### src/rtl/jno_pkg.sv
// Shared encodings for the JNO sequencer: op codes, FSM states, flush counter width.
package jno_pkg;

  localparam int FLUSH_W = 4;

  typedef enum logic [1:0] {
    OP_NOP = 2'b00,
    OP_ADD = 2'b01,
    OP_SUB = 2'b10,
    OP_JNO = 2'b11
  } op_t;

  typedef enum logic [1:0] {
    ST_IDLE  = 2'b00,
    ST_RUN   = 2'b01,
    ST_FLUSH = 2'b10,
    ST_HALT  = 2'b11
  } state_t;

  function automatic logic is_jno(input logic [1:0] op);
    return op == OP_JNO;
  endfunction

endpackage

### src/rtl/jno_pc_reg.sv
// Program counter register: load of a jump target, or increment with modulo-2^PC_W wrap.
// Updates on the edge where load/inc are sampled; load wins when both are high.
module jno_pc_reg #(
  parameter int PC_W = 8
) (
  input  logic            clk,
  input  logic            rst_n,
  input  logic            inc,
  input  logic            load,
  input  logic [PC_W-1:0] load_val,
  output logic [PC_W-1:0] pc
);

  always_ff @(posedge clk or negedge rst_n) begin
    if (!rst_n) begin
      pc <= '0;
    end else if (load) begin
      pc <= load_val;
    end else if (inc) begin
      pc <= pc + PC_W'(1);
    end
  end

endmodule

### src/rtl/jno_sequencer.sv
// Op sequencer with JNO resolution; accepted ops appear one cycle later, a taken jump squashes
// intake for FLUSH_CYCLES cycles. Optional taken-jump counter under `JNO_TAKEN_CNT_EN.
module jno_sequencer
  import jno_pkg::*;
#(
  parameter int PC_W         = 8,
  parameter int FLUSH_CYCLES = 2
) (
  input  logic            clk,
  input  logic            rst_n,
  input  logic            start,
  input  logic            instr_valid,
  input  logic [1:0]      instr_op,
  input  logic [PC_W-1:0] instr_target,
  input  logic            overflow,
  output logic            instr_ready,
  output logic [PC_W-1:0] pc,
  output logic [1:0]      instruct_from_jno,
  output logic            out_valid,
  output logic            jump_taken,
  output logic            halted
`ifdef JNO_TAKEN_CNT_EN
  ,
  output logic [15:0]     taken_count
`endif
);

  state_t             state;
  logic [FLUSH_W-1:0] flush_cnt;

  logic accept;
  logic jno_op;
  logic jno_resolve;
  logic jno_taken;
  logic jno_self;
  logic pc_inc;

  // A JNO with overflow set degrades to a NOP; only overflow=0 redirects or halts.
  assign accept      = instr_valid && instr_ready;
  assign jno_op      = is_jno(instr_op);
  assign jno_resolve = accept && jno_op && !overflow;
  assign jno_taken   = jno_resolve && (instr_target != pc);
  assign jno_self    = jno_resolve && (instr_target == pc);
  assign pc_inc      = accept && !(jno_op && !overflow);

  jno_pc_reg #(
    .PC_W(PC_W)
  ) u_pc_reg (
    .clk      (clk),
    .rst_n    (rst_n),
    .inc      (pc_inc),
    .load     (jno_taken),
    .load_val (instr_target),
    .pc       (pc)
  );

  always_ff @(posedge clk or negedge rst_n) begin
    if (!rst_n) begin
      state             <= ST_IDLE;
      flush_cnt         <= '0;
      instr_ready       <= 1'b0;
      instruct_from_jno <= OP_NOP;
      out_valid         <= 1'b0;
      jump_taken        <= 1'b0;
      halted            <= 1'b0;
    end else begin
      out_valid  <= 1'b0;
      jump_taken <= 1'b0;
      case (state)
        ST_IDLE: begin
          if (start) begin
            state       <= ST_RUN;
            instr_ready <= 1'b1;
          end
        end
        ST_RUN: begin
          if (jno_taken) begin
            state       <= ST_FLUSH;
            flush_cnt   <= FLUSH_W'(FLUSH_CYCLES);
            instr_ready <= 1'b0;
            jump_taken  <= 1'b1;
          end else if (jno_self) begin
            state       <= ST_HALT;
            instr_ready <= 1'b0;
            halted      <= 1'b1;
          end else if (accept) begin
            instruct_from_jno <= jno_op ? OP_NOP : instr_op;
            out_valid         <= 1'b1;
          end
        end
        ST_FLUSH: begin
          // Leaving on count==1 gives exactly FLUSH_CYCLES cycles of ready low.
          if (flush_cnt == FLUSH_W'(1)) begin
            state       <= ST_RUN;
            flush_cnt   <= '0;
            instr_ready <= 1'b1;
          end else begin
            flush_cnt <= flush_cnt - FLUSH_W'(1);
          end
        end
        ST_HALT: begin
          halted <= 1'b1;
        end
        default: state <= ST_IDLE;
      endcase
    end
  end

`ifdef JNO_TAKEN_CNT_EN
  always_ff @(posedge clk or negedge rst_n) begin
    if (!rst_n) begin
      taken_count <= '0;
    end else if (jno_taken && (taken_count != 16'hFFFF)) begin
      taken_count <= taken_count + 16'd1;
    end
  end
`endif

endmodule

### config.mk
export PLATFORM = sky130hd
export DESIGN_NAME = jno_sequencer
export DESIGN_NICKNAME = d
export VERILOG_FILES = /design/src/rtl/jno_pkg.sv /design/src/rtl/jno_pc_reg.sv /design/src/rtl/jno_sequencer.sv
export SDC_FILE = /design/constraint.sdc
export NUM_CORES = 1
export LEC_CHECK = 0
export BUFFER_PORTS_ARGS = -buffer_cell sky130_fd_sc_hd__buf_2
export CAP_MARGIN = 5
export CORE_MARGIN = 2
export CORE_UTILIZATION = 55
export CTS_CLUSTER_DIAMETER = 150
export DETAILED_ROUTE_END_ITERATION = 6
export PLACE_DENSITY = 0.89
export SLEW_MARGIN = 20
export SYNTH_ARGS = -nofsm -noshare
export SYNTH_HDL_FRONTEND = slang
export SYNTH_SLANG_ARGS = --single-unit
### constraint.sdc
create_clock -name clk -period 3.75 [get_ports clk]
set_input_delay 0.75 -clock clk [delete_from_list [all_inputs] [get_ports clk]]
set_output_delay 0.75 -clock clk [all_outputs]
set_load 0.02 [all_outputs]
==> impl_metrics.yaml <==
layout:
  nNetsFinal: 181
  seqCellArea_um2: 500
  drive_gt1_frac: 0.241
  n_fill_cell: 195
  layout.cells.non_filler: 190
  num_antenna_cells: 0
  multi_input_area_um2: 687
  area_growth_pct: 15.6
sta:
  maxSlewHeadroom: 0.704
  fin_setup_tns_ps: 0
  tightestPinTransition_ps: 444
  timing.final.crit_share: 0.493
  fin_skew_ps: 1.16
  rsz0062_at_grt: "false"
  finalHoldViolCount: 0
  setup_viol: 0
  period_needed_ps: 1850
  maxSlewViolCount: 0
  maxClockFrequency_ghz: 0.540
floorplan:
  coreArea_mm2: 0.00217
  fp.dieW_um: 51.4
  rows: 17
  die_area_mm2: 0.00264
  start_util: 0.570
  die_h_um: 51.4
  io_pins: 29
clocking:
  clockRootBuffer: "clkbuf_4"
  clock_sink_count: 20
  postCtsSetupRepairBufs: 0
  htree_levels: 1
  insertion_delay_ps: 300
  clk_pin_slew_worst_paths_ps: 120
  ctsResizeCount: 0
  cts_buffer_depth: 2
  cts-buffers-inserted: 3
  hold_buffers: 0
  cts_tree: "built"
worst_setup_path:
  path_cells: "buf_2 -> xnor2_1 -> nand4_1 -> o21ai_2 -> mux2_2"
  regToRegEndpoint: "u_pc_reg.pc[2]"
  ff2ff_setup_slack_ps: 1950
  arrival_ps: 2050
  crit_type: "input port to flop"
  crit_family: "multiplexers"
  worstPathMaxFanout: 7
  required_ps: 3950
  startpoint_type: "input port"
  worst-path-buf-inv: 1
  cpPeakStageDelay_ps: 360
  reg2regPathDepth: 4
  reg2reg_from: "u_pc_reg.pc[4]"
  critical_path.endpoint_type: "flop"
  critPathLaunch: "instr_target[4]"
  cp_slowest_cell: "mux2_2"
grt:
  grt_max_degree: 21
  grtUsageTotal: 0.243
  antenna_found_initial: 0
  grt_pass1_vias: 1065
  grt_pass1_wl_mm: 4.82
  grt-ovfl-total: 0
routing:
  wl_per_cell_um: 14.8
  wirelength_mm: 2.81
  drc: 0
  via_count: 1127
  firstDrtPassIters: 4
  drt_iter0_drc: 35
  postRouteAntennaNets: 0
  viasPerCell: 5.93
synthesis:
  yosysMostFrequentCell: "dfrtp_1"
  syn_avg_cell_area_um2: 9.23
  ys_types: 45
  synthFlopType: "dfrtp_1"
  synth_edf_count: 0
  yosysTopAreaCell: "dfrtp_1"
  yosysTopAreaCellShare: 0.405
  synthTopCellsByArea: "dfrtp_1, xnor2_1, nand2_1"
  syn_nets: 152
  yosysSeqAreaShare: 0.405
  ys_warn_count: 0
  netlist_area_mm2: 0.00124
  synth-seq-cells: 20
  async_flop_share: 1.00
  synthCells: 134
  synth_common_cells: "dfrtp_1, nand2_1, xnor2_1, inv_1, nor2_1"
power_and_ir_drop:
  cellLeakagePower_nw: 0.627
  irDropWorstVdd_mv: 0.481
  powerDensity_mw_per_mm2: 588
flow_run:
  cap_viol_max_count: 0
placement:
  dp.cells: 186
  place_hpwl_mm: 2.14
  port-buffer-count: 28
  gp_congestion: 0.889
run_status:
  status: "complete, no violations"
hold_path:
  hold_path.class: "input port to asynchronous set/reset pin"
## per-layer routing
metal / global-route usage / wire (um)
met5: 0 / 0
met4: 0.105 / 55
met3: 0.0351 / 120
met2: 0.382 / 1350
met1: 0.333 / 1290
## per-stage QoR
step,setup slack [ps],total power [mW],utilization,hold WS [ps],instance area [um2]
2_1_floorplan,1920,0.619,-,454,1240
3_3_place_gp,1700,0.699,0.642,471,1390
3_5_place_dp,1600,0.712,0.642,463,1390
4_1_cts,1930,0.840,0.659,390,1430
5_1_grt,1860,0.907,0.659,398,1430
6_report,1900,0.840,0.659,370,1430
## logic make-up after synthesis
family	after synthesis	share of synthesized area
muxes	1	0.00911
and+or+nand+nor	49	0.223
xor gates and xnor gates	9	0.0638
buffers and inverters	12	0.0395
AOI/OAI and AO/OA	40	0.230
DFF	20	0.405
adders and majority gates	3	0.0304
## layout make-up
type,count,area share
timing repair buffer,28,0.0981
clock buffer,4,0.0254
tap,28,0.0245
multi-input combinational,102,0.481
sequential,20,0.350
inverter,8,0.0210
## power by group
part           internal (mW)  leakage [nW]  switching (mW)
Combinational          0.150         0.358           0.198
Sequential             0.276         0.247          0.0887
Clock                 0.0592        0.0210          0.0689
## worst reg2reg max path: stages (launching register included)
cell and delay, ps:
dfrtp_1 460, xnor2_1 260, nand4_1 320, o21ai_2 310, mux2_2 360
## worst max path at each step
stage / endpoint / slack [ps] / cells past startpoint
3_5_place_dp: u_pc_reg.pc[2] / 1600 / 5
3_3_place_gp: u_pc_reg.pc[2] / 1700 / 5
4_1_cts: u_pc_reg.pc[2] / 1930 / 5
5_1_grt: u_pc_reg.pc[7] / 1860 / 5
6_report: u_pc_reg.pc[2] / 1900 / 5
2_1_floorplan: u_pc_reg.pc[2] / 1920 / 4
## placed cells by master (no fill, tap or decap), types with 2 or more instances in the layout
master	instances
a2bb2oi_1	2
nand2b_1	3
or3_1	2
a31oi_1	2
nor2_1	8
a21oi_1	7
clkbuf_4	3
and4_1	2
o41ai_1	2
and2_1	2
o211ai_1	7
xnor2_1	9
o31ai_1	3
o21ai_0	7
buf_2	28
inv_1	8
nor4_1	2
nand2_1	14
dfrtp_1	20
nand3_1	3
ha_1	3
## state kept, by name, summed over array words and instances, names as in the netlist
| register | flops |
|---|---|
| out_valid | 1 |
| halted | 1 |
| u_pc_reg.pc | 8 |
| instr_ready | 1 |
| flush_cnt | 4 |
| state | 2 |
| jump_taken | 1 |
| instruct_from_jno | 2 |
Power figures use the tool's default switching activity.
